--- config.mk ---
export PLATFORM = sky130hd
export DESIGN_NAME = fetch_decoder
export DESIGN_NICKNAME = d
export VERILOG_FILES = /design/src/rtl/fetch_decoder.sv
export SDC_FILE = /design/constraint.sdc
export NUM_CORES = 1
export LEC_CHECK = 0
export ABC_CLOCK_PERIOD_IN_PS = 2090
export BUFFER_PORTS_ARGS = -buffer_cell sky130_fd_sc_hd__buf_2
export CORE_MARGIN = 1
export CORE_UTILIZATION = 40
export CTS_BUF_LIST = sky130_fd_sc_hd__clkbuf_8
export CTS_CLUSTER_SIZE = 16
export DETAILED_ROUTE_END_ITERATION = 16
export GPL_TIMING_DRIVEN = 0
export SYNTH_ARGS = -nofsm -noshare
export SYNTH_HDL_FRONTEND = slang
export SYNTH_SLANG_ARGS = --single-unit
--- constraint.sdc ---
create_clock -name clk -period 2.09 [get_ports clk]
set_input_delay 0.209 -clock clk [delete_from_list [all_inputs] [get_ports clk]]
set_output_delay 0.209 -clock clk [all_outputs]
set_load 0.05 [all_outputs]
--- src/rtl/fetch_decoder.sv ---
// fetch_decoder
//   Sequential instruction decoder. Assembles 1-, 2- or 3-byte instructions
//   from the fetch byte stream. The bytes are the header H, the argument L
//   and the inline data D. It registers one fully decoded instruction and
//   holds it for the execute stage over a valid/ready handshake.
//
// Ports
//   clk, rst_n           clock, asynchronous active-low reset
//   flush                drop the partial assembly and the held instruction
//   byte_valid/ready     fetch byte stream handshake; byte_data is the byte
//   accum                accumulator value, captured by load-indirect (H=44)
//   dec_valid/ready      decoded instruction handshake toward execute
//   op, illegal, rhs     decoded opcode, trap flag, WIDTH-bit operand
//   bytes                instruction length (1..3)
//   source_*             operand source (immediate / ram / indirect)
//   relative_*           address base for ram/indirect operands
//   cond                 IF condition {else-flag, negate}
module fetch_decoder #(
  parameter int WIDTH = 16
) (
  input  logic             clk,
  input  logic             rst_n,
  input  logic             flush,
  input  logic             byte_valid,
  input  logic [7:0]       byte_data,
  output logic             byte_ready,
  input  logic [WIDTH-1:0] accum,
  output logic             dec_valid,
  input  logic             dec_ready,
  output logic [3:0]       op,
  output logic             illegal,
  output logic [WIDTH-1:0] rhs,
  output logic [1:0]       bytes,
  output logic             source_imm,
  output logic             source_ram,
  output logic             source_indirect,
  output logic             relative_data,
  output logic             relative_stack,
  output logic [1:0]       cond
);

  localparam logic [3:0] OP_NOP    = 4'd0;
  localparam logic [3:0] OP_HALT   = 4'd1;
  localparam logic [3:0] OP_PUSH   = 4'd2;
  localparam logic [3:0] OP_POP    = 4'd3;
  localparam logic [3:0] OP_NOT    = 4'd4;
  localparam logic [3:0] OP_OUT_LO = 4'd5;
  localparam logic [3:0] OP_SET_DP = 4'd6;
  localparam logic [3:0] OP_LOAD   = 4'd7;
  localparam logic [3:0] OP_STORE  = 4'd8;
  localparam logic [3:0] OP_ADD    = 4'd9;
  localparam logic [3:0] OP_SUB    = 4'd10;
  localparam logic [3:0] OP_AND    = 4'd11;
  localparam logic [3:0] OP_OR     = 4'd12;
  localparam logic [3:0] OP_XOR    = 4'd13;
  localparam logic [3:0] OP_BRANCH = 4'd14;
  localparam logic [3:0] OP_IF     = 4'd15;

  typedef enum logic [1:0] {
    S_OP   = 2'd0,
    S_ARG  = 2'd1,
    S_DATA = 2'd2,
    S_HOLD = 2'd3
  } state_t;

  // Branch offset: 11-bit two's-complement {H[2:0],L} widened to WIDTH.
  function automatic logic [WIDTH-1:0] sext11(input logic signed [10:0] v);
    logic signed [WIDTH-1:0] w;
    w = WIDTH'(v);
    return w;
  endfunction

  state_t           state_q, state_d;
  logic [7:0]       h_q, h_d;
  logic [7:0]       l_q, l_d;

  logic [3:0]       op_q, op_d;
  logic             illegal_q, illegal_d;
  logic [WIDTH-1:0] rhs_q, rhs_d;
  logic [1:0]       bytes_q, bytes_d;
  logic             src_imm_q, src_imm_d;
  logic             src_ram_q, src_ram_d;
  logic             src_ind_q, src_ind_d;
  logic             rel_data_q, rel_data_d;
  logic             rel_stack_q, rel_stack_d;
  logic [1:0]       cond_q, cond_d;

  logic             accept;
  logic             complete;
  logic [7:0]       h_cur, l_cur, d_cur;

  // Decode results for the instruction completing this cycle.
  logic [3:0]       dc_op;
  logic             dc_illegal;
  logic [WIDTH-1:0] dc_rhs;
  logic [1:0]       dc_bytes;
  logic             dc_imm, dc_ram, dc_ind, dc_rdata, dc_rstack;
  logic [1:0]       dc_cond;

  assign byte_ready = (state_q != S_HOLD);
  assign dec_valid  = (state_q == S_HOLD);
  assign accept     = byte_valid & byte_ready;

  // The byte being accepted takes the place of whichever field the current
  // state is collecting, so decode can run on the completing cycle.
  assign h_cur = (state_q == S_OP)  ? byte_data : h_q;
  assign l_cur = (state_q == S_ARG) ? byte_data : l_q;
  assign d_cur = byte_data;

  // Next-state and byte capture
  always_comb begin
    state_d  = state_q;
    h_d      = h_q;
    l_d      = l_q;
    complete = 1'b0;
    unique case (state_q)
      S_OP: begin
        if (accept) begin
          h_d = byte_data;
          if (!byte_data[7]) begin
            complete = 1'b1;
            state_d  = S_HOLD;
          end else begin
            state_d  = S_ARG;
          end
        end
      end
      S_ARG: begin
        if (accept) begin
          l_d = byte_data;
          // Only one-arg forms with H[2:1]=01 carry an inline data byte.
          if (h_q[7:6] == 2'b10 && h_q[2:1] == 2'b01) begin
            state_d = S_DATA;
          end else begin
            complete = 1'b1;
            state_d  = S_HOLD;
          end
        end
      end
      S_DATA: begin
        if (accept) begin
          complete = 1'b1;
          state_d  = S_HOLD;
        end
      end
      S_HOLD: begin
        if (dec_ready) state_d = S_OP;
      end
      default: state_d = S_OP;
    endcase
    if (flush) begin
      state_d  = S_OP;
      complete = 1'b0;
    end
  end

  // Instruction decode
  always_comb begin
    dc_op      = OP_NOP;
    dc_illegal = 1'b0;
    dc_rhs     = '0;
    dc_bytes   = 2'd1;
    dc_imm     = 1'b0;
    dc_ram     = 1'b0;
    dc_ind     = 1'b0;
    dc_rdata   = 1'b0;
    dc_rstack  = 1'b0;
    dc_cond    = 2'b00;
    if (!h_cur[7]) begin
      dc_bytes = 2'd1;
      unique case (h_cur)
        8'h00: dc_op = OP_NOP;
        8'h01: dc_op = OP_HALT;
        8'h04: dc_op = OP_PUSH;
        8'h05: dc_op = OP_POP;
        8'h07: dc_op = OP_NOT;
        8'h08: dc_op = OP_OUT_LO;
        8'h0A: dc_op = OP_SET_DP;
        8'h44: begin
          dc_op    = OP_LOAD;
          dc_ram   = 1'b1;
          dc_rdata = 1'b1;
          dc_rhs   = accum;
        end
        default: dc_illegal = 1'b1;
      endcase
    end else if (!h_cur[6]) begin
      unique case (h_cur[5:3])
        3'd0: dc_op = OP_LOAD;
        3'd1: dc_op = OP_ADD;
        3'd2: dc_op = OP_STORE;
        3'd3: dc_op = OP_SUB;
        3'd4: dc_op = OP_AND;
        3'd5: dc_op = OP_OR;
        3'd6: dc_op = OP_XOR;
        default: dc_illegal = 1'b1;
      endcase
      dc_imm = ~h_cur[2];
      dc_ram = h_cur[2] & ~h_cur[0];
      dc_ind = h_cur[2] &  h_cur[0];
      if (h_cur[2]) begin
        dc_rstack = h_cur[1];
        dc_rdata  = ~h_cur[1];
        dc_rhs    = WIDTH'(l_cur);
      end else begin
        unique case (h_cur[1:0])
          2'b00: dc_rhs = WIDTH'(l_cur);
          2'b01: dc_rhs = WIDTH'(l_cur) << 8;
          2'b10: dc_rhs = WIDTH'(d_cur);
          default: dc_rhs = WIDTH'(d_cur) << 8;
        endcase
      end
      dc_bytes = (h_cur[2:1] == 2'b01) ? 2'd3 : 2'd2;
    end else begin
      dc_bytes = 2'd2;
      if (h_cur[5:3] == 3'b000) begin
        dc_op  = OP_BRANCH;
        dc_rhs = sext11({h_cur[2:0], l_cur});
      end else if (h_cur[5:3] == 3'b110) begin
        dc_op = OP_IF;
        if (h_cur[2:0] == 3'b000 && (l_cur & 8'hEE) == 8'h00) begin
          dc_cond = {l_cur[4], l_cur[0]};
        end else begin
          dc_illegal = 1'b1;
        end
      end else begin
        dc_illegal = 1'b1;
      end
    end
  end

  // Output capture on the completing byte
  always_comb begin
    op_d        = op_q;
    illegal_d   = illegal_q;
    rhs_d       = rhs_q;
    bytes_d     = bytes_q;
    src_imm_d   = src_imm_q;
    src_ram_d   = src_ram_q;
    src_ind_d   = src_ind_q;
    rel_data_d  = rel_data_q;
    rel_stack_d = rel_stack_q;
    cond_d      = cond_q;
    if (complete) begin
      op_d        = dc_op;
      illegal_d   = dc_illegal;
      rhs_d       = dc_rhs;
      bytes_d     = dc_bytes;
      src_imm_d   = dc_imm;
      src_ram_d   = dc_ram;
      src_ind_d   = dc_ind;
      rel_data_d  = dc_rdata;
      rel_stack_d = dc_rstack;
      cond_d      = dc_cond;
    end
  end

  always_ff @(posedge clk or negedge rst_n) begin
    if (!rst_n) begin
      state_q     <= S_OP;
      h_q         <= '0;
      l_q         <= '0;
      op_q        <= '0;
      illegal_q   <= 1'b0;
      rhs_q       <= '0;
      bytes_q     <= '0;
      src_imm_q   <= 1'b0;
      src_ram_q   <= 1'b0;
      src_ind_q   <= 1'b0;
      rel_data_q  <= 1'b0;
      rel_stack_q <= 1'b0;
      cond_q      <= '0;
    end else begin
      state_q     <= state_d;
      h_q         <= h_d;
      l_q         <= l_d;
      op_q        <= op_d;
      illegal_q   <= illegal_d;
      rhs_q       <= rhs_d;
      bytes_q     <= bytes_d;
      src_imm_q   <= src_imm_d;
      src_ram_q   <= src_ram_d;
      src_ind_q   <= src_ind_d;
      rel_data_q  <= rel_data_d;
      rel_stack_q <= rel_stack_d;
      cond_q      <= cond_d;
    end
  end

  assign op              = op_q;
  assign illegal         = illegal_q;
  assign rhs             = rhs_q;
  assign bytes           = bytes_q;
  assign source_imm      = src_imm_q;
  assign source_ram      = src_ram_q;
  assign source_indirect = src_ind_q;
  assign relative_data   = rel_data_q;
  assign relative_stack  = rel_stack_q;
  assign cond            = cond_q;

endmodule
**Yosys cells after proc, flatten, opt, wreduce, memory -nomap -nowiden**

Index checks and enable logic that the tools add are counted.

- Register bits after elaboration: 48
- Input port bits: 29
- Output and inout bits: 32
- Logic and storage cells: 115

- Equality and inequality tests: 26
- Multiplexer cells: 57
- Bitwise operators: 6
- Reductions and logical operators: 13

Operator list:

| cell | count |
|---|---|
| 16-bit 2-to-1 mux | 5 |
| 16-bit one-hot mux with 3 select lines | 1 |
| 1-bit 2-to-1 mux | 29 |
| 4-bit one-hot mux with 7 select lines | 1 |
| 8-bit by 3-bit == test with 1-bit output, second input constant | 3 |
| 2-bit 2-to-1 mux | 12 |
| 3-bit one-hot mux with 7 select lines | 1 |
| 8-bit by 4-bit == test with 1-bit output, second input constant | 2 |
| 8-bit zero test | 2 |
| 4-bit 2-to-1 mux | 4 |
| 8-bit 2-to-1 mux | 2 |
| 3-bit == test, second input constant | 3 |
| 3-bit != test, second input constant | 3 |
| 2-bit by 1-bit == test with 1-bit output, second input constant | 4 |
| 2-bit == test, second input constant | 4 |
| 8-bit by 1-bit == test with 1-bit output, second input constant | 1 |
| 8-bit by 7-bit == test with 1-bit output, second input constant | 1 |
| 2-bit one-hot mux with 4 select lines | 1 |
| 8-bit OR reduction | 1 |
| 7-bit OR reduction | 1 |
| 3-bit by 2-bit == test with 1-bit output, second input constant | 2 |
| 3-bit zero test | 2 |
| 2-bit zero test | 2 |
| 2-bit AND reduction | 2 |
| 8 further kinds | 13 |

**Logic depth before layout (Yosys ltp)**

- Depth in word-level cells: 9
- Depth in mapped cells: 11
- Mapped depth without buffers: 7

**Worst setup path after synthesis**

Ideal clock, no wire load.

- Kind: register -> register
- From: register state_q[0]
- To: register rhs_q[8] (netlist: rhs[8])
- Setup time: 0.132 ns
- Arrival time: 2.291 ns
- Data required time: 1.958 ns
- Slack: -0.333 ns
- Stages on the path, launching flop included: 8
- Path buffers: 1
- Clock period less this slack: 2.423 ns
- Cells stage by stage: dfrtp_1 -> ha_1 -> inv_1 -> nand2_1 -> a211oi_1 -> clkbuf_1 -> mux2i_1 -> o31ai_1

- Elaborated cells on any way between the ends: 23
- Those cells by class: eq/ne: 6; mux: 13; bitwise: 1; reduce/logical: 3

RTL lines:

| what | line | text |
|---|---|---|
| from (decl) | 73 | `state_t state_q, state_d;` |
| from (signal assigned) | 274 | `state_q <= state_d;` |
| 2-bit != test (*) | 100 | `assign byte_ready = (state_q != S_HOLD);` |
| net byte_ready | 26 | `output logic byte_ready,` |
| 1-bit bitwise AND (*) | 102 | `assign accept = byte_valid & byte_ready;` |
| 1-bit 2-to-1 mux (on tied branches) | 141, 118, 129 |  |
| 1-bit one-hot mux with 3 select lines (*) | 116 | `unique case (state_q)` |
| 1-bit 2-to-1 mux (*) | 151 | `if (flush) begin` |
| to (signal assigned) | 279 | `rhs_q <= rhs_d;` |
| to (decl) | 79 | `logic [WIDTH-1:0] rhs_q, rhs_d;` |

Mark *: on every way through the listed nets, which the timed path passes. The rest lies on a longest branch.
A chain may end at the register's enable or synchronous reset.

**Worst setup path after layout**

- From: register state_q[0]
- To: register illegal_q (netlist: illegal)

- Cells in the longest elaborated chain, start to end: 9
- Elaborated cells on any way between the ends: 39
- Those cells by class: eq/ne: 16; mux: 14; bitwise: 1; reduce/logical: 8

RTL lines:

| what | line | text |
|---|---|---|
| 2-bit by 1-bit == test with 1-bit output / 2-bit zero test (equally long branches) | 107, 116, 106 |  |
| 8-bit 2-to-1 mux (on tied branches) | 107, 106 |  |
| 8-bit zero test / 3-bit zero test (equally long branches) | 221 | `if (h_cur[2:0] == 3'b000 && (l_cur & 8'hEE) == 8'h00) begin` |
| 1-bit logical AND | 221 |  |
| 1-bit 2-to-1 mux | 221 |  |
| 1-bit 2-to-1 mux | 219 | `end else if (h_cur[5:3] == 3'b110) begin` |
| 1-bit 2-to-1 mux | 216 | `if (h_cur[5:3] == 3'b000) begin` |
| 1-bit 2-to-1 mux | 187 | `end else if (!h_cur[6]) begin` |
| 1-bit 2-to-1 mux | 169 | `if (!h_cur[7]) begin` |
| to (signal assigned) | 278 | `illegal_q <= illegal_d;` |
| to (decl) | 78 | `logic illegal_q, illegal_d;` |

Parallel ways exist; a longest one is shown, timed or not.

==> metrics.cfg <==
[run_status]
status = complete, but fails checks
violations = setup timing

[synthesis]
ys_types = 56
synth-main-ff-cell = dfrtp_1
yosys_register_bits = 48
synth_cells = 334
async_reset_ff_share_pct = 100
syn_nets = 367
postSynthAreaPerCell_sq_um = 9.17
synth_warnings = 0
yosysSeqAreaShare_pct = 39.2
syn_area_sq_um = 3060
synth_enable_flop_cells = 0

[finish]
n_antenna_cell = 0
area_growth_pct = 35.3
layout-drive-gt1-share_pct = 39.6
finalNetCount = 446

[setup_path]
reg2regPathDepth = 9
r2r_setup_slack_ps = -120
critPathSlowestCell = dfrtp_1
end_kind = flop
worstPathRequired_ps = 2340
arrival_ps = 2460
crit_chain = inv_2 -> ha_4 -> buf_8 -> buf_8 -> mux2_4 -> o211ai_1 -> o221ai_1 -> a21oi_1 -> o22a_1
crit_fanout = 10
startpoint_type = flop
crit_top_cell = buf_8
critical_path_class = flop to flop
r2r_end = illegal$_DFFE_PN0P_
timing.rr.start = state_q[0]$_DFFE_PN0P_
max_stage_delay_ps = 400

[drt]
via_count = 3013
viasPerCell = 5.87
routedWlPerCell_um = 18.5
dr.pass1.iters = 5
drtAntennaViolNets = 0
first_iter_violations = 177
wl_um = 9480
drc_errors = 0

[placement]
dp_slack_ps = -857
gp_congestion = 0.928
hpwl_um = 6460
port_buffers = 55

[timing]
whs_ps = 78.9
period_needed_ps = 2210
final.setup.worst_slack_ps = -119
slew-limit-headroom_pct = 29.2
skew_ps = 10.1
finalCritPeriodShare_pct = 106
rsz0062_at_grt = true
finalHoldViolCount = 0
fmax_mhz = 453
setup_viol = 12
slew_viol_final = 0
worstMarginPinSlew_ps = 1060

[grt]
grt_pass1_wl_um = 14800
met3_usage_pct = 4.34
grt_use_total_pct = 25.1
grt_util_met1_pct = 37.0
busiest_layer = met1
grt_max_degree = 49
grt_use_met2_pct = 36.6
antenna_found_initial = 0
grt_pass1_vias = 2735
gr-total-overflow = 0

[cts]
clock-sinks = 48
root_buffer = clkbuf_8
htreeDepth = 2
cts_hold_buf = 0
clkTransAtPathRegs_ps = 90
cts_buffer_depth = 2
cts_tree = built
cts_made_buffers = 5
clock_latency_ps = 310

[power]
seqPwrFrac_pct = 23.5
swShare_pct = 51.7
ir_worst_vdd_mv = 0.822
p_int_w = 0.00372
powerDensity_nw_per_um2 = 1860
p_leak_nw = 1.76
comb_power_share_pct = 68.8
power_frac_clock_pct = 7.7
switchingPower_w = 0.00398

[floorplan]
ios = 61
die_area_sq_um = 8010
die_w_um = 89.5
dieHeight_um = 89.5
start_util_pct = 41.8
rows = 31
coreArea_sq_um = 7330

[run]
maxCapViolCount = 0

[worst_hold_path]
hold_path.class = input port to async pin

registers in the layout, summed over array words and instances, names as in the netlist:
name,count
illegal,1
state_q,2
h_q,8
relative_data,1
cond,2
bytes,2
op,4
source_ram,1
relative_stack,1
l_q,8
rhs,16
source_indirect,1
source_imm,1
area by class of cell:
class / count / area [sq um]
Clock buffer: 6 / 82.6
Fill cell: 667 / 3190
Tap cell: 99 / 124
Multi-Input combinational cell: 259 / 2100
Sequential cell: 48 / 1200
Inverter: 4 / 18.8
Timing Repair Buffer: 73 / 428
Buffer: 22 / 179
Clock inverter: 2 / 15.0
logic make-up after synthesis:
kind of cell / Yosys count / share of synthesized area, %
AOI/OAI and AO/OA: 97 / 21.2
xor gates and xnor gates: 1 / 0.286
adders and majority gates: 4 / 1.63
buffers and inverters: 27 / 4.00
DFF: 48 / 39.2
muxes: 41 / 14.3
and+or+nand+nor: 116 / 19.4
Yosys cell counts (all sizes together) (2+ instances only):
master	count	area, sq um
a21o	8	60.1
nand3	10	50.1
mux2	21	236
dfrtp	48	1200
mux2i	20	200
and2	2	12.5
nand2	46	173
nor4	4	25.0
buf	9	55.0
inv	4	15.0
or3	2	12.5
clkbuf	14	52.6
or3b	3	26.3
o31ai	6	45.0
and3	2	12.5
and3b	2	17.5
o21a	2	15.0
nor4b	3	26.3
a21oi	26	130
o21ai	16	80.1
o22a	2	17.5
ha	4	50.1
a211oi	3	22.5
nor3b	5	37.5
nor3	9	45.0
nand4	3	18.8
nor2b	3	18.8
o32a	2	20.0
o221a	5	56.3
o22ai	3	18.8
a31oi	9	56.3
nor2	15	58.8
o211ai	5	37.5
a211o	2	17.5
critical path, delay by kind of cell, from the launching register on:
kind / cells / cell delay (ps)
compound gates: 4 / 730
fa+ha+maj: 1 / 200
buf+inv: 3 / 450
flops: 1 / 400
mux: 1 / 370
placed cells by master, fill, tap and decap left out, types with 4 or more instances in the layout:
| master | instances |
|---|---|
| buf_2 | 56 |
| dfrtp_1 | 48 |
| nand2_1 | 42 |
| a21oi_1 | 24 |
| mux2_2 | 18 |
| buf_4 | 16 |
| o21ai_0 | 12 |
| mux2i_1 | 12 |
| nor2_1 | 11 |
| clkbuf_1 | 9 |
| a31oi_1 | 9 |
| a21o_1 | 8 |
| clkbuf_8 | 8 |
| nand3_1 | 8 |
| buf_6 | 6 |
| nor3_1 | 6 |
| mux2i_4 | 5 |
| o211ai_1 | 5 |
| o221a_1 | 5 |
| nor3b_1 | 4 |
| o31ai_1 | 4 |
metal layers:
| layer | up-vias | routed length (um) |
|---|---|---|
| met4 | 0 | 212 |
| met3 | 15 | 554 |
| li1 | 1418 | - |
| met1 | 1450 | 4590 |
| met2 | 130 | 4130 |
| met5 | - | 0 |
power groups by stage:
| stage | Clock [W] | Combinational, W | Sequential (W) |
|---|---|---|---|
| finish | 0.000594 | 0.00530 | 0.00181 |
| floorplan | 0 | 0.00241 | 0.00255 |
| CTS | 0.000616 | 0.00501 | 0.00178 |
| global route | 0.000644 | 0.00569 | 0.00188 |
| detailed placement | 0 | 0.00423 | 0.00176 |
| global placement | 0 | 0.00421 | 0.00175 |
worst max-delay path by stage:
stage | startpoint | end | slack (ps)
2_1_floorplan | state_q[1]$_DFFE_PN0P_ | rhs[6]$_DFFE_PN0P_ | -230
3_3_place_gp | state_q[1]$_DFFE_PN0P_ | rhs[5]$_DFFE_PN0P_ | -800
3_5_place_dp | state_q[1]$_DFFE_PN0P_ | rhs[5]$_DFFE_PN0P_ | -860
4_1_cts | state_q[0]$_DFFE_PN0P_ | rhs[1]$_DFFE_PN0P_ | -40
5_1_grt | state_q[0]$_DFFE_PN0P_ | rhs[1]$_DFFE_PN0P_ | -200
6_report | state_q[0]$_DFFE_PN0P_ | illegal$_DFFE_PN0P_ | -120
per-stage QoR:
step | power [W] | area, sq um | util (%) | setup TNS (ps) | cells
floorplan | 0.00496 | 3100 | - | -4440 | 334
global route | 0.00821 | 4150 | 56.5 | -3310 | 513
detailed placement | 0.00599 | 3490 | 47.7 | -20050 | 488
finish | 0.00770 | 4150 | 56.5 | -429 | 513
CTS | 0.00740 | 4020 | 54.8 | -284 | 512
global placement | 0.00595 | 3490 | 47.7 | -19240 | 488
repair_timing:
action                                  CTS  global route
endpoints found under the setup margin   40            38
endpoints found under the hold margin     0             0
resized for setup                        69            23
pin swaps                                 9             1
buffers inserted                         15             1
gates cloned                              2             0
No activity file was read; power rests on OpenSTA's default activity.
